<file path="config.mk">
export PLATFORM = sky130hd
export DESIGN_NAME = mem_access_unit
export DESIGN_NICKNAME = d
export VERILOG_FILES = /design/src/rtl/mem_access_unit.sv
export SDC_FILE = /design/constraint.sdc
export NUM_CORES = 1
export LEC_CHECK = 0
export BUFFER_PORTS_ARGS = -buffer_cell sky130_fd_sc_hd__buf_2
export CAP_MARGIN = 20
export CELL_PAD_IN_SITES_DETAIL_PLACEMENT = 1
export CELL_PAD_IN_SITES_GLOBAL_PLACEMENT = 2
export CORE_ASPECT_RATIO = 1.2
export CORE_UTILIZATION = 26
export DETAILED_ROUTE_END_ITERATION = 10
export PLACE_DENSITY = 0.74
export REMOVE_ABC_BUFFERS = 1
export SETUP_SLACK_MARGIN = 0.15
export SYNTH_ARGS = -nofsm -noshare
export SYNTH_HDL_FRONTEND = slang
export SYNTH_SLANG_ARGS = --single-unit
</file>
<file path="constraint.sdc">
create_clock -name clk -period 2.3 [get_ports clk]
set_input_delay 0.46 -clock clk [delete_from_list [all_inputs] [get_ports clk]]
set_output_delay 0.46 -clock clk [all_outputs]
set_load 0.005 [all_outputs]
</file>
<file path="src/rtl/mem_access_unit.sv">
// MEM-stage data-memory access unit: turns MIPS load/store requests into word-aligned
// bus transactions with byte enables, extends load data and reports AdEL/AdES/timeouts.
module mem_access_unit #(
    parameter int unsigned TIMEOUT = 256
) (
    input  logic        clk,
    input  logic        rst_n,
    input  logic        mem_read_i,
    input  logic        mem_write_i,
    input  logic [1:0]  mem_size_i,
    input  logic        mem_unsigned_i,
    input  logic [31:0] addr_i,
    input  logic [31:0] wdata_i,
    output logic        stall_o,
    output logic        done_o,
    output logic [31:0] rdata_o,
    output logic        adel_o,
    output logic        ades_o,
    output logic        bus_err_o,
    output logic [31:0] bad_vaddr_o,
    output logic        bus_req_o,
    output logic        bus_we_o,
    output logic [31:0] bus_addr_o,
    output logic [3:0]  bus_be_o,
    output logic [31:0] bus_wdata_o,
    input  logic        bus_ack_i,
    input  logic [31:0] bus_rdata_i
);

    localparam int unsigned CW = (TIMEOUT > 2) ? $clog2(TIMEOUT) : 1;
    localparam logic [CW-1:0] CNT_LAST = CW'(TIMEOUT - 1);

    typedef enum logic [1:0] {
        ST_IDLE = 2'b00,
        ST_BUS  = 2'b01,
        ST_DONE = 2'b10,
        ST_ERR  = 2'b11
    } state_e;

    function automatic logic [3:0] lane_be(input logic [1:0] size, input logic [1:0] lane);
        logic [3:0] be;
        case (size)
            2'b00:   be = 4'b0001 << lane;
            2'b01:   be = lane[1] ? 4'b1100 : 4'b0011;
            default: be = 4'b1111;
        endcase
        return be;
    endfunction

    function automatic logic [31:0] lane_wdata(input logic [1:0] size, input logic [31:0] d);
        logic [31:0] w;
        case (size)
            2'b00:   w = {4{d[7:0]}};
            2'b01:   w = {2{d[15:0]}};
            default: w = d;
        endcase
        return w;
    endfunction

    function automatic logic [31:0] load_ext(input logic [1:0] size, input logic [1:0] lane,
                                             input logic uns, input logic [31:0] d);
        logic [7:0]  b;
        logic [15:0] h;
        logic [31:0] r;
        b = d[{lane, 3'b000} +: 8];
        h = lane[1] ? d[31:16] : d[15:0];
        case (size)
            2'b00:   r = uns ? {24'h000000, b} : {{24{b[7]}}, b};
            2'b01:   r = uns ? {16'h0000, h}   : {{16{h[15]}}, h};
            default: r = d;
        endcase
        return r;
    endfunction

    state_e        state_q, state_d;
    logic [CW-1:0] cnt_q, cnt_d;
    logic [31:0]   addr_q, addr_d;
    logic [1:0]    size_q, size_d;
    logic          uns_q, uns_d;
    logic          wr_q, wr_d;
    logic          bus_req_q, bus_req_d;
    logic          bus_we_q, bus_we_d;
    logic [3:0]    bus_be_q, bus_be_d;
    logic [31:0]   bus_wdata_q, bus_wdata_d;
    logic [31:0]   rdata_q, rdata_d;
    logic [31:0]   bad_vaddr_q, bad_vaddr_d;
    logic          done_q, done_d;
    logic          bus_err_q, bus_err_d;
    logic          adel_q, adel_d;
    logic          ades_q, ades_d;
    logic          stall_s;
    logic          req_s;
    logic          misaligned_s;

    assign req_s        = mem_read_i | mem_write_i;
    assign misaligned_s = ((mem_size_i == 2'b01) && addr_i[0]) ||
                          (mem_size_i[1] && (addr_i[1:0] != 2'b00));

    // Next-state and next-output logic for the access FSM.
    always_comb begin
        state_d     = state_q;
        cnt_d       = cnt_q;
        addr_d      = addr_q;
        size_d      = size_q;
        uns_d       = uns_q;
        wr_d        = wr_q;
        bus_req_d   = bus_req_q;
        bus_we_d    = bus_we_q;
        bus_be_d    = bus_be_q;
        bus_wdata_d = bus_wdata_q;
        rdata_d     = rdata_q;
        bad_vaddr_d = bad_vaddr_q;
        done_d      = 1'b0;
        bus_err_d   = 1'b0;
        adel_d      = 1'b0;
        ades_d      = 1'b0;
        stall_s     = 1'b0;
        case (state_q)
            ST_IDLE: begin
                if (req_s) begin
                    stall_s = 1'b1;
                    addr_d  = addr_i;
                    size_d  = mem_size_i;
                    uns_d   = mem_unsigned_i;
                    wr_d    = mem_write_i;
                    if (misaligned_s) begin
                        state_d     = ST_ERR;
                        adel_d      = ~mem_write_i;
                        ades_d      = mem_write_i;
                        bad_vaddr_d = addr_i;
                    end else begin
                        state_d     = ST_BUS;
                        cnt_d       = '0;
                        bus_req_d   = 1'b1;
                        bus_we_d    = mem_write_i;
                        bus_be_d    = lane_be(mem_size_i, addr_i[1:0]);
                        bus_wdata_d = lane_wdata(mem_size_i, wdata_i);
                    end
                end else begin
                    state_d = ST_IDLE;
                end
            end
            ST_BUS: begin
                stall_s = 1'b1;
                if (bus_ack_i) begin
                    state_d   = ST_DONE;
                    bus_req_d = 1'b0;
                    bus_we_d  = 1'b0;
                    done_d    = 1'b1;
                    if (!wr_q) begin
                        rdata_d = load_ext(size_q, addr_q[1:0], uns_q, bus_rdata_i);
                    end else begin
                        rdata_d = rdata_q;
                    end
                end else if (cnt_q == CNT_LAST) begin
                    state_d     = ST_DONE;
                    bus_req_d   = 1'b0;
                    bus_we_d    = 1'b0;
                    done_d      = 1'b1;
                    bus_err_d   = 1'b1;
                    rdata_d     = 32'h0000_0000;
                    bad_vaddr_d = addr_q;
                end else begin
                    cnt_d = cnt_q + 1'b1;
                end
            end
            // The pipeline advances at the end of DONE/ERR, so both return straight to IDLE.
            ST_DONE: state_d = ST_IDLE;
            ST_ERR:  state_d = ST_IDLE;
            default: state_d = ST_IDLE;
        endcase
    end

    // State and registered-output update with asynchronous reset.
    always_ff @(posedge clk or negedge rst_n) begin
        if (!rst_n) begin
            state_q     <= ST_IDLE;
            cnt_q       <= '0;
            addr_q      <= 32'h0000_0000;
            size_q      <= 2'b00;
            uns_q       <= 1'b0;
            wr_q        <= 1'b0;
            bus_req_q   <= 1'b0;
            bus_we_q    <= 1'b0;
            bus_be_q    <= 4'b0000;
            bus_wdata_q <= 32'h0000_0000;
            rdata_q     <= 32'h0000_0000;
            bad_vaddr_q <= 32'h0000_0000;
            done_q      <= 1'b0;
            bus_err_q   <= 1'b0;
            adel_q      <= 1'b0;
            ades_q      <= 1'b0;
        end else begin
            state_q     <= state_d;
            cnt_q       <= cnt_d;
            addr_q      <= addr_d;
            size_q      <= size_d;
            uns_q       <= uns_d;
            wr_q        <= wr_d;
            bus_req_q   <= bus_req_d;
            bus_we_q    <= bus_we_d;
            bus_be_q    <= bus_be_d;
            bus_wdata_q <= bus_wdata_d;
            rdata_q     <= rdata_d;
            bad_vaddr_q <= bad_vaddr_d;
            done_q      <= done_d;
            bus_err_q   <= bus_err_d;
            adel_q      <= adel_d;
            ades_q      <= ades_d;
        end
    end

    assign stall_o     = stall_s;
    assign done_o      = done_q;
    assign rdata_o     = rdata_q;
    assign adel_o      = adel_q;
    assign ades_o      = ades_q;
    assign bus_err_o   = bus_err_q;
    assign bad_vaddr_o = bad_vaddr_q;
    assign bus_req_o   = bus_req_q;
    assign bus_we_o    = bus_we_q;
    assign bus_addr_o  = {addr_q[31:2], 2'b00};
    assign bus_be_o    = bus_be_q;
    assign bus_wdata_o = bus_wdata_q;

endmodule

</file>
Word level (Yosys, flattened, before mapping)
Index checks and enable logic that the tools add are counted.
W data, S select, Z words.
{ "word_totals": {"regBits": 152, "inputBits": 104, "out_inout_bits": 139} }
{ "op_classes": {"n_addsub": 1, "eq_ne": 14, "shift": 2, "n_mux": 46, "n_bitwise": 3, "reduce_logical": 16} }
{ "ops": {"columns": ["op", "count"], "rows": [
  ["$mux W32", 9],
  ["$pmux W32 S2", 3],
  ["$mux W8", 4],
  ["$shiftx A32 B6 Y8", 1],
  ["$mux W1", 18],
  ["$mux W16", 1],
  ["$pmux W8 S2", 1],
  ["$ne A2 B2 Y1 const B", 7],
  ["$reduce_and A5 Y1", 2],
  ["$add A8 B1 Y8 const B", 1],
  ["$eq A8 B8 Y1 const B", 1],
  ["$mux W2", 4],
  ["$pmux W4 S2", 1],
  ["$eq A2 B1 Y1 const B", 3],
  ["$logic_not A2 Y1", 3],
  ["$pmux W1 S2", 3],
  ["$pmux W2 S3", 1],
  ["$reduce_and A3 Y1", 2],
  ["$reduce_bool A2 Y1", 3],
  ["$eq A2 B2 Y1 const B", 2],
  ["$mux W4", 1],
  ["$reduce_and A4 Y1", 1],
  ["$shl A1 B2 Y4 const A", 1],
  ["$ne A3 B3 Y1 const B", 1],
  ["6 further kinds", 8]
]} }

Logic depth before layout (Yosys ltp)
Gate-level depths: netlist of the first run.
{ "depth": {"word_depth": 6, "ltp_mapped": 7, "ltp_nobuf": 5} }

Least setup slack after synthesis of the first run
No wires, ideal clock.
{ "synth_timing": {"path_kind": "input to register", "from": "input mem_size_i[0]", "to": "register bad_vaddr_q[10] (netlist: bad_vaddr_o[10])", "setup_ns": 0.125, "t_arrival_ns": 1.719, "required_ns": 2.175, "path_slack_ns": 0.456, "stages": 6, "n_path_buf": 2, "cell_sequence": "clkbuf_1 and2_1 a21oi_4 a2bb2oi_2 buf_6 mux2_2"} }
{ "synth_between": {"elab_chain_len": 5} }
{ "synth_rtl": {"columns": ["item", "line_no", "source"], "rows": [
  ["from (decl)", "10", "input logic [1:0] mem_size_i,"],
  ["$eq A2 B1 Y1", "96", "assign misaligned_s = ((mem_size_i == 2'b01) && addr_i[0]) ||"],
  ["$logic_and A1 B1 Y1", "96", null],
  ["$logic_or A1 B1 Y1", "96", null],
  ["$ne A2 B2 Y1 (no line)", null, null],
  ["$reduce_and A5 Y1 (no line)", null, null],
  ["to (signal assigned)", "205", "bad_vaddr_q <= bad_vaddr_d;"],
  ["to (decl)", "86", "logic [31:0] bad_vaddr_q, bad_vaddr_d;"]
]} }
Every way passes these cells.
A chain may end at the register's enable or synchronous reset.

Final worst setup path of the first run
{ "layout_timing": {"from": "register state_q[1]", "to": "register cnt_q[7]"} }
{ "layout_between": {"elab_chain_len": 3, "elab_cells_between_ends": 9, "classes_between": "eq/ne (5); mux (1); reduce/logical (3)"} }
{ "layout_rtl": {"columns": ["item", "line_no", "source"], "rows": [
  ["from (decl)", "75", "state_e state_q, state_d;"],
  ["from (signal assigned)", "194", "state_q <= state_d;"],
  ["$eq A2 B1 Y1 / $logic_not A2 Y1 (equally long branches)", "118", "case (state_q)"],
  ["$ne A2 B2 Y1 (no line) / $reduce_bool A2 Y1 (equally long branches)", null, null],
  ["$reduce_and A5 Y1 (no line)", null, null],
  ["to (signal assigned)", "195", "cnt_q <= cnt_d;"],
  ["to (decl)", "76", "logic [CW-1:0] cnt_q, cnt_d;"]
]} }
Parallel ways exist; a longest one is shown, timed or not.

==> results.md, run 1 <==
* Largest net degree at the start of global routing at 62
* Yosys top cell area share at 0.511
* Crit path cell chain: or2_1 > a2111o_2 > buf_12 > nand2_1 > a31oi_1
* Largest stage delay, worst path at 480 ps
* Seq/Total Area, Yosys at 0.511
* Leakage at 4.93 nW
* Final Non-Filler Cells at 1373
* R2R Setup Slk at 340 ps
* Worst path arrival time at 2260 ps
* First-pass GRT wire length at 37.7 mm
* Tmin final at 1960 ps
* Post-CTS Hold Buffers at 1
* Number of global-route vias before repair at 6686
* Max_cap viols at 0
* Ys async rst share at 1.00
* Largest family of logic cells by synthesized area: simple AND/OR/NAND/NOR gates
* Status: finished clean
* Reg2Reg Depth at 5
* Worst hold path type: in -> reg
* Final non-filler cell area at 9600 µm²
* Clk sinks at 152
* Yosys warning count at 0
* Post-Syn Instances at 769
* CP max-delay cell: dfrtp_1
* Cell Area, Synth at 7440 µm²
* Layout cell share with drive strength beyond 1 at 0.356
* CP bufs+invs at 1
* Root buf cell: clkbuf_16
* Htree depth at 4
* Crit. Startpoint: state_q[1]
* Chip width at 156 µm
* Post-Synth Simple-Gate Area at 0.162
* Final cycle utilization of the critical path at 0.851
* RSZ-0062 raised after global routing: false
* Post-Place Cells at 1339
* Drt via density at 4.57
* CP required at 2610 ps
* Fin util at 0.343
* Met1 wire length at 10.3 mm
* DRC at 0
* DP HPWL at 17.1 mm
* Row count at 67
* Post-CTS setup buffer count at 0
* Final Hold Fails at 0
* Die Height at 187 µm
* Core footprint at 28000 µm²
* Power Density at 1320 nW/µm²
* Final setup vio count at 0
* CTS resizes at 0
* CTS Buffer Depth at 2
* Routed met3 length at 1.18 mm
* Max-slew headroom at 0.575
* Initial antenna violation count at 1
* Placed inst area at 8980 µm²
* Dominant synthesized flop cell: dfrtp_1
* Worst skew pair latency at 440 ps
* Compound-cell area share of the yosys netlist at 0.129
* Synth Area per Inst at 9.68 µm²
* Post-Synth Adder-Cell Area at 0.00168
* Layout Nets at 1085
* R2R Path End: cnt_q[7]
* Layout area overhead at 28.9%
* All-Layer GR Usage at 0.167
* DR WL/cell at 17.2 µm
* XOR/XNOR share of the synthesized area at 0.00118
* DR top layer: met4
* CP top delay family: compound AO/OA/AOI/OAI gates
* Most common cell in the netlist: nand2_1
* Number of cells on the critical path at 5
* Synth area leader: dfrtp_1
* Flop and latch count out of synthesis at 152
* CP max FO at 61
* Post-synth EDFFs at 0
* FMAX at 0.511 GHz
* Worst setup path endpoint: cnt_q[7]
* Unique cell type count in the Yosys netlist at 55
* Total routed wirelength at 23.7 mm
* CTS clk-pin slew, worst paths at 60 ps
* Worst r2r src: state_q[1]
* Largest cells by area after synthesis: dfrtp_1 51%, nand2_1 12%, mux2i_1 5.4%
* Top post-synthesis cells by count: 232 x nand2_1, 152 x dfrtp_1, 45 x o21ai_0, 40 x mux2i_1, 37 x a21oi_1
* Max VDD drop at 0.431 mV
* Setup CP Type: reg -> reg
* I/O pin total at 243
* Fillers at 3318
* CTS Buf Count at 17
* WL met2 at 11.6 mm
* DIE AREA at 29300 µm²
* Layout Skew at 11.8 ps
* Final Max Slew Viols at 0
* CTS tree: done
* Starting Density at 0.266
* GP Congestion at 0.741
* Tightest Pin Transition at 636 ps
* Port bufs at 240
* Critical Path Start Type: flip-flop
* Crit end category: flip-flop
* Post-synthesis mux area share at 0.121
* Drt first-iter violations at 238
* Vias at 6271
* Drt pass-1 iters at 4
* Gr ovfl total at 0
* ANT nets after route at 0
stage by stage:
stage / power [mW] / hold slack, ps / setup TNS, ps / setup slack (ps)
final: 12.7 / 238 / 0 / 343
after global routing: 13.7 / 218 / 0 / 270
after global placement: 9.78 / 375 / 0 / 280
after detailed placement: 9.93 / 375 / 0 / 230
after CTS: 13.0 / 216 / 0 / 369
after floorplan: 7.23 / 164 / -53280 / -1080
area by class of cell:
cell class | instances | area [µm²] | share of cell area
antenna | 1 | 2.50 | 0.000261
inverter | 18 | 67.6 | 0.00704
sequential | 152 | 3800 | 0.396
clock inverter | 13 | 168 | 0.0175
timing repair buffer | 271 | 1510 | 0.157
multi-input combinational | 520 | 3140 | 0.327
tap | 379 | 474 | 0.0494
clock buffer | 19 | 443 | 0.0461
how the worst min path moves through the flow:
stage	startpoint	to	slack (ps)	depth (start not counted)
final	addr_i[21]	addr_q[21]	240	3
after floorplan	rst_n	addr_q[0]	160	0
after global routing	mem_unsigned_i	uns_q	220	3
after detailed placement	rst_n	size_q[0]	380	1
after global placement	rst_n	size_q[0]	370	1
after CTS	mem_unsigned_i	uns_q	220	3
cells by family (layout without fill, tap and decap cells):
logic type / after synthesis / count (layout)
mux: 82 / 82
compound gates: 142 / 142
fa+ha+maj: 1 / 1
simple gates: 292 / 292
xor+xnor: 1 / 1
other cells: 1 / 3
flops: 152 / 152
buf+inv: 98 / 321
registers in the layout (all words and copies together) (netlist names):
signal,count
addr_q,32
done_o,1
rdata_o,32
bus_we_o,1
bad_vaddr_o,32
wr_q,1
bus_be_o,4
state_q,2
adel_o,1
ades_o,1
bus_wdata_o,32
bus_req_o,1
uns_q,1
bus_err_o,1
size_q,2
cnt_q,8
layout by cell type (no fill, tap or decap), types with 17 or more instances in the layout:
cell type and instances:
mux2_2 34, buf_4 25, mux2i_1 40, nand2_1 232
nor2_1 20, o21ai_0 45, inv_1 18, dfrtp_1 152
buf_2 239, clkbuf_16 17, a21oi_1 37
tightest hold or removal path: stages:
cell and delay [ps]:
buf_2 90, nand2_1 40, nand2_1 50
power by group:
| group | internal (mW) | switching [mW] |
|---|---|---|
| clock | 1.75 | 1.21 |
| combinational | 2.35 | 2.65 |
| sequential | 3.89 | 0.845 |
per-layer routing:
layer | up-vias | GRT usage
met1 | 3082 | 0.204
li1 | 2997 | -
met4 | 0 | 0.0618
met5 | - | 0
met2 | 162 | 0.283
met3 | 30 | 0.0410
(Power assumes the default switching activity.)
==> inputs of run 2 (changes only) <==
CORE_ASPECT_RATIO = 2   (was 1.2)
PLACE_DENSITY = 0.77   (was 0.74)
==> results.md, run 2 (synthesis gave the netlist of run 1 again) <==
* ANT nets after route at 0 (unchanged)
* Drt first-iter violations at 191 (-20%)
* CTS Buffer Depth at 2 (unchanged)
* CTS tree: done
* Number of global-route vias before repair at 6772 (+1.3%)
* DP HPWL at 18.9 mm (+10%)
* GP Congestion at 0.790 (+6.6%)
* Worst path arrival time at 2300 ps (+40 ps)
* CP required at 2630 ps (+20 ps)
* Max-slew headroom at 0.543 (-0.0326)
* Layout cell share with drive strength beyond 1 at 0.357 (+0.000647)
* Critical Path Start Type: flip-flop
* Vias at 6300 (+0.46%)
* CP top delay family: compound AO/OA/AOI/OAI gates
* GRT busiest layer: met2
* Post-CTS setup buffer count at 0 (unchanged)
* GR Layer Usage met3 at 0.0315 (-0.00947)
* Starting Density at 0.264 (-0.00183)
* Layout area overhead at 28.5%
* Commonest non-fill, non-tap cells in the layout: 239 x buf_2, 232 x nand2_1, 152 x dfrtp_1
* First-pass GRT wire length at 39.1 mm (+3.8%)
* Crit. Startpoint: cnt_q[0]
* I/O pin total at 243 (unchanged)
* Root buf cell: clkbuf_16
* DIE AREA at 29400 µm² (+0.13%)
* Final setup vio count at 0 (unchanged)
* Port bufs at 240 (unchanged)
* Max VDD drop at 0.629 mV (+46%)
* Crit path cell chain: ha_1 > nand3_1 > o31ai_2 > nand2_1 > buf_4 > a221o_1
* Crit end category: flip-flop
* Drt pass-1 iters at 6 (+2)
* Tmin final at 1970 ps (+16.6 ps)
* Layout Skew at 9.02 ps (-2.80 ps)
* CP max FO at 25 (-59%)
* Row count at 87 (+30%)
* CP bufs+invs at 1 (unchanged)
* Worst r2r src: cnt_q[0]
* FMAX at 0.507 GHz (-0.84%)
* Htree depth at 4 (unchanged)
* Setup Total Neg Slack at 0 ps (unchanged)
* Initial antenna violation count at 5 (+4)
* Tightest Pin Transition at 684 ps (+48.8 ps)
* Layout Nets at 1086 (+0.092%)
* Gr ovfl total at 0 (unchanged)
* Power Density at 1340 nW/µm² (+0.93%)
* Placed inst area at 8950 µm² (-0.24%)
* Worst skew pair latency at 450 ps (about the same)
* DR WL/cell at 18.8 µm (+9.3%)
* CTS clk-pin slew, worst paths at 70 ps (about the same)
* Chip width at 122 µm (-22%)
* Leakage at 4.92 nW (-0.13%)
* Clk sinks at 152 (unchanged)
* DRC at 0 (unchanged)
* CTS Buf Count at 17 (unchanged)
* WHS at 222 ps (-16.1 ps)
* Placement Setup Slack at 234 ps (+4.46 ps)
* Core footprint at 28200 µm² (+0.69%)
* GR Layer Usage met1 at 0.191 (-0.0129)
* Setup WS post-layout at 326 ps (-16.6 ps)
* Status: finished clean
* Final non-filler cell area at 9560 µm² (-0.38%)
* RSZ-0062 raised after global routing: false
* Largest net degree at the start of global routing at 47 (-24%)
* Final cycle utilization of the critical path at 0.858 (+0.00721)
* Setup CP Type: reg -> reg
* All-Layer GR Usage at 0.180 (+0.0127)
* Die Height at 241 µm (+29%)
* Final Hold Fails at 0 (unchanged)
* Hold Path Origin: addr_i[16]
* Fillers at 3312 (-0.18%)
* Total routed wirelength at 25.5 mm (+7.8%)
* Worst hold path type: in -> reg
* Drt via density at 4.65 (+1.8%)
* CP max-delay cell: dfrtp_1
* Largest stage delay, worst path at 400 ps (-80 ps)
* Max_cap viols at 0 (unchanged)
* Final total power at 12.8 mW (+0.55%)
* Most common cell after layout, fill and taps aside: buf_2
* Final Max Slew Viols at 0 (unchanged)
* Grt met2 use at 0.339 (+0.0560)
## run 2: cell types whose count changed in the layout (fill, tap and decap cells not counted), sizes merged
cell and delta:
diode +4, buf +1, bufinv -1, inv +1
## run 2: worst paths after layout
path | to | slack, ps | depth (start not counted)
setup / recovery | rdata_o[25] | 330 | 6
hold / removal | addr_q[16] | 220 | 3
setup reg to reg | rdata_o[25] | 330 | 6
hold reg to reg | bus_wdata_o[28] | 480 | 2
max in group asynchronous | bad_vaddr_o[10] | 1130 | 3
min in group asynchronous | addr_q[17] | 490 | 2
## run 2: tightest hold or removal path, cell delays in order
cell and delay (ps):
buf_2 90, nand2_1 40, nand2_1 40
## run 2: metrics by stage
step	utilization	instances
finish	0.339	1355
global route	0.339	1355
CTS	0.339	1350
detailed placement	0.318	1317
global placement	0.318	1317
floorplan	-	690
## run 2: metal layers
layer	share of wire	wire length, µm
met1	0.37	9470
met2	0.58	14700
met3	0.026	667
met4	0.027	695
met5	0	0
## run 2: report_power, final
| group | switching [mW] | internal [mW] | total [mW] |
|---|---|---|---|
| registers | 0.862 | 3.89 | 4.75 |
| clock network | 1.23 | 1.63 | 2.87 |
| logic | 2.78 | 2.37 | 5.15 |
| total | 4.88 | 7.89 | 12.8 |
## run 2: final cells by class
type / instances / area, µm² / share of cell area
clock buffers: 19 / 443 / 0.0463
inverters: 18 / 67.6 / 0.00707
well taps: 356 / 445 / 0.0466
multi-input cells: 520 / 3140 / 0.328
flip-flops and latches: 152 / 3800 / 0.398
diodes: 5 / 12.5 / 0.00131
clock inverters: 13 / 143 / 0.0149
repair buffers: 272 / 1510 / 0.158
## run 2: what timing repair did
| item | CTS | global route |
|---|---|---|
| hold endpoints to repair | 33 | 0 |
| gates resized for setup | 0 | 0 |
| hold buffers | 1 | 0 |
